`config.mk`:
```
export PLATFORM = sky130hd
export DESIGN_NAME = kd_tree_sequencer
export DESIGN_NICKNAME = d
export VERILOG_FILES = /design/src/rtl/kd_tree_pkg.sv /design/src/rtl/kd_tree_sequencer_watchdog.sv /design/src/rtl/kd_tree_sequencer.sv
export SDC_FILE = /design/constraint.sdc
export NUM_CORES = 1
export LEC_CHECK = 0
export CORE_ASPECT_RATIO = 0.9
export CORE_MARGIN = 2
export CORE_UTILIZATION = 25
export DETAILED_ROUTE_END_ITERATION = 8
export PLACE_DENSITY = 0.44
export SETUP_SLACK_MARGIN = 0.02
export SLEW_MARGIN = 25
export SYNTH_ARGS = -nofsm -noshare
export SYNTH_HDL_FRONTEND = slang
export SYNTH_SLANG_ARGS = --single-unit
export TNS_END_PERCENT = 5
```
`constraint.sdc`:
```
create_clock -name clk -period 2.35 [get_ports clk]
set_input_delay 0.47 -clock clk [delete_from_list [all_inputs] [get_ports clk]]
set_output_delay 0.47 -clock clk [all_outputs]
set_load 0.05 [all_outputs]
```
`src/rtl/kd_tree_pkg.sv`:
```
// kd_tree_pkg: definitions shared by the kd-tree node, the root sequencer and
// their benches. It holds the node command encodings, the sequencer state
// encoding and a small counter-width helper.
package kd_tree_pkg;

  localparam int CMD_W = 5;

  // Node command bus encodings
  localparam logic [CMD_W-1:0] CMD_NOP              = 5'h00;
  localparam logic [CMD_W-1:0] CMD_CENTER_FILL      = 5'h01;
  localparam logic [CMD_W-1:0] CMD_CENTER_FILL_DONE = 5'h05;
  localparam logic [CMD_W-1:0] CMD_START_SORTING    = 5'h09;
  localparam logic [CMD_W-1:0] CMD_READY_TO_SORT    = 5'h0a;
  localparam logic [CMD_W-1:0] CMD_DNE              = 5'h10;
  localparam logic [CMD_W-1:0] CMD_RST_DONE         = 5'h1e;
  localparam logic [CMD_W-1:0] CMD_RST              = 5'h1f;

  // Sequencer states, kept as plain constants so older tools can read them
  typedef logic [2:0] seq_state_t;
  localparam seq_state_t ST_IDLE      = 3'd0;
  localparam seq_state_t ST_TREE_RST  = 3'd1;
  localparam seq_state_t ST_FILL      = 3'd2;
  localparam seq_state_t ST_FILL_WAIT = 3'd3;
  localparam seq_state_t ST_SORT      = 3'd4;
  localparam seq_state_t ST_DRAIN     = 3'd5;
  localparam seq_state_t ST_DONE      = 3'd6;
  localparam seq_state_t ST_ERROR     = 3'd7;

  // Bits needed to hold the values 0..max_value, never less than one bit
  function automatic int cnt_width(input int max_value);
    int w;
    w = $clog2(max_value + 1);
    return (w < 1) ? 1 : w;
  endfunction

endpackage

```
`src/rtl/kd_tree_sequencer_watchdog.sv`:
```
// kd_seq_watchdog: counts enabled cycles and flags expiry once TIMEOUT
// enabled cycles have elapsed since the last clear. The counter holds at the
// expiry value until cleared, so expired stays asserted while enable is high.
// Only instantiated by kd_tree_sequencer when KD_SEQ_TIMEOUT_EN is defined.
module kd_seq_watchdog #(
  parameter int TIMEOUT = 1024
) (
  input  logic clk,
  input  logic reset,
  input  logic clear,
  input  logic enable,
  output logic expired
);
  import kd_tree_pkg::*;

  localparam int WD_W = cnt_width(TIMEOUT);
  localparam logic [WD_W-1:0] LIMIT = WD_W'(TIMEOUT - 1);

  logic [WD_W-1:0] count_reg;

  assign expired = enable && (count_reg == LIMIT);

  // Count enabled cycles since the last clear, stopping at the limit
  always_ff @(posedge clk) begin
    if (reset || clear) begin
      count_reg <= '0;
    end else if (enable && !expired) begin
      count_reg <= count_reg + 1'b1;
    end
  end

endmodule

```
`src/rtl/kd_tree_sequencer.sv`:
```
// kd_tree_sequencer: drives the kd-tree root node through one complete run:
// tree reset, streaming NUM_CENTERS centers, start_sorting and a fixed drain
// window, then a done pulse. Reports busy/done/error and a saturating cycle
// count. Defining KD_SEQ_TIMEOUT_EN adds a watchdog on the wait states that
// ends a stuck run in ERROR; without it waits are unbounded and error is 0.
module kd_tree_sequencer #(
  parameter int DATA_W       = 24,
  parameter int CMD_W        = kd_tree_pkg::CMD_W,
  parameter int NUM_CENTERS  = 10,
  parameter int STALL_CYCLES = 10,
  parameter int TIMEOUT      = 1024,
  parameter int CNT_W        = 27
) (
  input  logic              clk,
  input  logic              reset,
  input  logic              start,
  input  logic              center_valid,
  input  logic [DATA_W-1:0] center_data,
  output logic              center_ready,
  output logic [CMD_W-1:0]  cmd_to_root,
  output logic [DATA_W-1:0] data_to_root,
  input  logic [CMD_W-1:0]  cmd_from_root,
  output logic              busy,
  output logic              done,
  output logic              error,
  output logic [CNT_W-1:0]  cycle_count
);
  import kd_tree_pkg::*;

  localparam int FILL_W  = cnt_width(NUM_CENTERS);
  localparam int DRAIN_W = cnt_width(STALL_CYCLES);

  localparam logic [FILL_W-1:0]  NUM_C    = FILL_W'(NUM_CENTERS);
  localparam logic [FILL_W-1:0]  NUM_LAST = FILL_W'(NUM_CENTERS - 1);
  localparam logic [DRAIN_W-1:0] STALL_C  = DRAIN_W'(STALL_CYCLES);

  // Commands resized to this instance's bus width
  localparam logic [CMD_W-1:0] C_NOP       = CMD_W'(CMD_NOP);
  localparam logic [CMD_W-1:0] C_FILL      = CMD_W'(CMD_CENTER_FILL);
  localparam logic [CMD_W-1:0] C_FILL_DONE = CMD_W'(CMD_CENTER_FILL_DONE);
  localparam logic [CMD_W-1:0] C_SORT      = CMD_W'(CMD_START_SORTING);
  localparam logic [CMD_W-1:0] C_RST_DONE  = CMD_W'(CMD_RST_DONE);
  localparam logic [CMD_W-1:0] C_RST       = CMD_W'(CMD_RST);

  seq_state_t          state_reg, state_next;
  logic [FILL_W-1:0]   fill_cnt_reg;
  logic [DRAIN_W-1:0]  drain_cnt_reg;
  logic                early_full_reg;
  logic [CMD_W-1:0]    cmd_reg;
  logic [DATA_W-1:0]   data_reg;
  logic                busy_reg, done_reg, error_reg;
  logic [CNT_W-1:0]    count_reg;

  logic start_accept;
  logic handshake;
  logic wd_expired;

  // Ready depends only on state and fill count, never on center_valid
  assign center_ready = (state_reg == ST_FILL) && (fill_cnt_reg < NUM_C);
  assign handshake    = center_valid && center_ready;
  assign start_accept = start && ((state_reg == ST_IDLE) || (state_reg == ST_ERROR));

  assign cmd_to_root  = cmd_reg;
  assign data_to_root = data_reg;
  assign busy         = busy_reg;
  assign done         = done_reg;
  assign error        = error_reg;
  assign cycle_count  = count_reg;

`ifdef KD_SEQ_TIMEOUT_EN
  logic wd_enable;
  logic wd_clear;

  // The watchdog restarts on every state change and on every accepted center
  assign wd_enable = (state_reg == ST_TREE_RST) || (state_reg == ST_FILL) ||
                     (state_reg == ST_FILL_WAIT);
  assign wd_clear  = (state_next != state_reg) || handshake;

  kd_seq_watchdog #(
    .TIMEOUT (TIMEOUT)
  ) u_watchdog (
    .clk     (clk),
    .reset   (reset),
    .clear   (wd_clear),
    .enable  (wd_enable),
    .expired (wd_expired)
  );
`else
  assign wd_expired = 1'b0;
`endif

  // Next-state decode
  always_comb begin
    state_next = state_reg;
    case (state_reg)
      ST_IDLE: begin
        if (start_accept) state_next = ST_TREE_RST;
      end
      ST_TREE_RST: begin
        if (cmd_from_root == C_RST_DONE) state_next = ST_FILL;
        else if (wd_expired)             state_next = ST_ERROR;
      end
      ST_FILL: begin
        // An early center_fill_done still passes through FILL_WAIT so that
        // start_sorting is always preceded by a nop on the bus.
        if (handshake && (fill_cnt_reg == NUM_LAST))  state_next = ST_FILL_WAIT;
        else if (cmd_from_root == C_FILL_DONE)        state_next = ST_FILL_WAIT;
        else if (!handshake && wd_expired)            state_next = ST_ERROR;
      end
      ST_FILL_WAIT: begin
        if (early_full_reg || (cmd_from_root == C_FILL_DONE)) state_next = ST_SORT;
        else if (wd_expired)                                  state_next = ST_ERROR;
      end
      ST_SORT: begin
        state_next = ST_DRAIN;
      end
      ST_DRAIN: begin
        if (drain_cnt_reg == '0) state_next = ST_DONE;
      end
      ST_DONE: begin
        state_next = ST_IDLE;
      end
      ST_ERROR: begin
        if (start_accept) state_next = ST_TREE_RST;
      end
      default: begin
        state_next = ST_IDLE;
      end
    endcase
  end

  // State, counters and status flags
  always_ff @(posedge clk) begin
    if (reset) begin
      state_reg      <= ST_IDLE;
      fill_cnt_reg   <= '0;
      drain_cnt_reg  <= '0;
      early_full_reg <= 1'b0;
      busy_reg       <= 1'b0;
      done_reg       <= 1'b0;
      error_reg      <= 1'b0;
      count_reg      <= '0;
    end else begin
      state_reg <= state_next;
      busy_reg  <= (state_next != ST_IDLE) && (state_next != ST_DONE) &&
                   (state_next != ST_ERROR);
      done_reg  <= (state_next == ST_DONE);
      error_reg <= (state_next == ST_ERROR);

      if (start_accept) begin
        count_reg <= '0;
      end else if (busy_reg && (count_reg != '1)) begin
        count_reg <= count_reg + 1'b1;
      end

      if (start_accept) begin
        fill_cnt_reg <= '0;
      end else if (handshake) begin
        fill_cnt_reg <= fill_cnt_reg + 1'b1;
      end

      // Remembers that the tree reported full before all centers were sent
      if (start_accept) begin
        early_full_reg <= 1'b0;
      end else if ((state_reg == ST_FILL) && (cmd_from_root == C_FILL_DONE)) begin
        early_full_reg <= 1'b1;
      end

      if (state_reg == ST_SORT) begin
        drain_cnt_reg <= STALL_C;
      end else if ((state_reg == ST_DRAIN) && (drain_cnt_reg != '0)) begin
        drain_cnt_reg <= drain_cnt_reg - 1'b1;
      end
    end
  end

  // Registered command/data bus towards the root node
  always_ff @(posedge clk) begin
    if (reset) begin
      cmd_reg  <= C_NOP;
      data_reg <= '0;
    end else begin
      cmd_reg <= C_NOP;
      case (state_reg)
        ST_IDLE, ST_ERROR: begin
          if (start_accept) begin
            cmd_reg  <= C_RST;
            data_reg <= '0;
          end else if (state_reg == ST_IDLE) begin
            data_reg <= '0;
          end
        end
        ST_TREE_RST: begin
          if (state_next == ST_TREE_RST) cmd_reg <= C_RST;
        end
        ST_FILL: begin
          // A center accepted on the same edge as an early full is forwarded
          if (handshake) begin
            cmd_reg  <= C_FILL;
            data_reg <= center_data;
          end
        end
        ST_SORT: begin
          cmd_reg  <= C_SORT;
          data_reg <= '0;
        end
        default: begin
          cmd_reg <= C_NOP;
        end
      endcase
    end
  end

endmodule

```
==> run metrics <==
H-tree depth 3; Num CTS Buffers 9; Critical Path Max Stage Delay 0.85 ns; Post-synth EDFFs 0; cell taking the most area after synthesis dfxtp_1; CTS resizes 0; synthesized area 0.00309 mm^2; dominant cells by area after synthesis dfxtp_1 45%, a21oi_1 7.4%, nand3_1 6.0%, nand2_1 5.7%, nor2_1 4.0%; # fillers 1266; worst-path maximum fanout 7; Non-Filler Instances 646; Post-CTS Setup Inserts 0; count of cell types in the netlist 43; Worst Max-Slew Pin Slew around 0.62 ns; fin area 0.00463 mm^2; vias in the first global route just under 3000; grt met2 use 0.232; Hold Crit Start data_to_root[13]; #FFs+latches synth just under 70; Wirelength per Cell 14.1 um; # rows 38; RSZ-0062 raised after global routing false; Hold Crit Class flip-flop to flip-flop; Total GRT Usage 0.143; GP Congestion 0.757; crit path time final between 2 and 2.5 ns; final-report max-slew violation count 0; Clock Latency Late Sink roughly 0.33 ns; LEAKAGE 1.56 nW; initial antenna violation count 0; HPWL after DPL 6.50 mm; worst setup path start cycle_count[19]; Max rail drop VDD 339 uV; # DRC 0; Sum Neg Setup Slack 0 ns; area delta synth->final 49.8%; pwr/cell area roughly 640 mW/mm^2; Inserted Diodes 0; Synth top area share 0.447; dpl cell area around 0.0043 mm^2; DRT Pass-1 Iters 4; met3 usage 0.0456; most common cell after layout, fill and taps aside clkdlybuf4s50_1; critical path type flip-flop to output port; skew final 0.00621 ns; Async S/R FF share, synth 0; Clk pin slew, worst setup/hold paths about 0.060 ns; synthesized area per cell a little over 8 um^2; worst setup margin 0.240 ns; hold_buf cts 0; core occupancy in the finished layout 0.383; # nets final ~520; WP data arrival 1.64 ns; crit share post-route 0.898; Setup crit start kind flip-flop; crit-path cells clkdlybuf4s50_1; first-pass GRT wire length 15.2 mm; Final Hold Vio Count 0; endpoints failing setup 0; Placement Setup Slack 0.145 ns; status finished, final reports clean; placed cell count 630; worst reg2reg path startpoint cycle_count[6]; CP bufs+invs 1; Die Wd 121 um; cell count after synthesis 381; Pint about 0.0023 W; Net Sw Frac 0.227; Initial Util 0.256; CTS tree yes; Final Routed Wirelength 9.11 mm; MaxCap Viol Count 0; post-synthesis sequential area ratio 0.447; top_reg_cell synth dfxtp_1; Syn Nets 418; GR Layer Usage met1 0.180; Slew HR 0.583; Max clock buf depth 2; Warnings, synthesis 0; Vias/cell 4.73; Die Y 109 um; Clock Sinks 69; CTS root buf clkbuf_16; largest net degree at the start of global routing 25; routed vias 3054; slowest CP cell clkdlybuf4s50_1; Crit path max-delay family buffers and inverters; Ports 93; CP Capture Type output port; Die ar. ~0.013 mm^2; FMAX around 0.47 GHz; Net Sw Power 0.000668 W; PortBufs 92; most frequent cells in the layout 91 x clkdlybuf4s50_1, 68 x dfxtp_1, 47 x nand2_1, 46 x a21oi_1, 37 x nand3_1; sequential share of power 0.405; gr busiest metal met2; Logic pwr share 0.090; ANT nets after route 0; CP required 1.88 ns; core area 0.0121 mm^2; DRT iter0 DRCs approximately 210; clock power share 0.505; GR Overflow Total 0; layout cells sized above 1 0.0885; max reg flops 27
cell type report:
class                   instances  area (um^2)  share of cell area
multi-input cells             282         1600               0.346
flip-flops and latches         69         1380               0.299
repair buffers                112         1090               0.236
clock buffers                  12          256              0.0554
well taps                     160          200              0.0432
clock inverters                 4         70.1              0.0151
inverters                       7         26.3             0.00568
cells in the mapped netlist, types with 2 or more instances:
master / number
or3_1: 7
nor3_1: 8
a41oi_1: 2
xnor2_1: 11
mux2i_1: 2
buf_4: 3
o211ai_1: 4
and2_1: 4
clkbuf_1: 18
dfxtp_1: 69
nand4_1: 12
nand2_1: 47
and4_1: 4
nand3_1: 37
a31oi_1: 4
a21oi_1: 46
inv_1: 7
nor2b_1: 3
xor2_1: 7
nor3b_1: 3
o21ai_0: 14
ha_1: 4
a211o_1: 2
or4_1: 4
o311a_1: 2
nor2_1: 33
a211oi_1: 4
and3_1: 5
power by group through the flow:
stage,sequential (W),clock (W),combinational (W)
after floorplan,0.00125,0,0.000108
after global placement,0.00122,0,0.000269
after detailed placement,0.00122,0,0.000267
after CTS,0.00119,0.00154,0.000268
after global routing,0.00119,0.00159,0.000287
final,0.00119,0.00149,0.000265
metal layers:
layer / wire length (um) / vias to the layer above
met5: 0 / -
met4: 47 / 0
met3: 469 / 4
met2: 4350 / 66
met1: 4240 / 1426
li1: - / 1558
metrics by stage:
step	hold WS, ns	power, W
final	0.449	0.00294
after global routing	0.471	0.00307
after CTS	0.454	0.00300
after global placement	0.438	0.00149
after detailed placement	0.443	0.00149
after floorplan	0.438	0.00135
kinds of logic after synthesis:
| group | count (synthesis) | synth area share |
|---|---|---|
| XOR/XNOR | 18 | 0.0510 |
| flip-flops | 69 | 0.447 |
| AO/OA/AOI/OAI | 84 | 0.160 |
| multiplexers | 2 | 0.00648 |
| buffers and inverters | 30 | 0.0405 |
| adder cells (fa/ha/maj) | 4 | 0.0162 |
| AND/OR/NAND/NOR | 174 | 0.279 |
path summary, 6_finish.rpt:
path / to / slack, ns / depth (start not counted)
setup / recovery: cycle_count[19] / 0.24 / 1
hold reg to reg: data_to_root[13] / 0.45 / 2
setup reg to reg: cycle_count[17] / 0.35 / 5
hold / removal: data_to_root[13] / 0.45 / 2
tightest hold or removal path, cell delays in order (launching register included):
cell,delay [ns]
dfxtp_1,0.31
nand2_1,0.05
a21oi_1,0.05
Power figures use the tool's default switching activity.
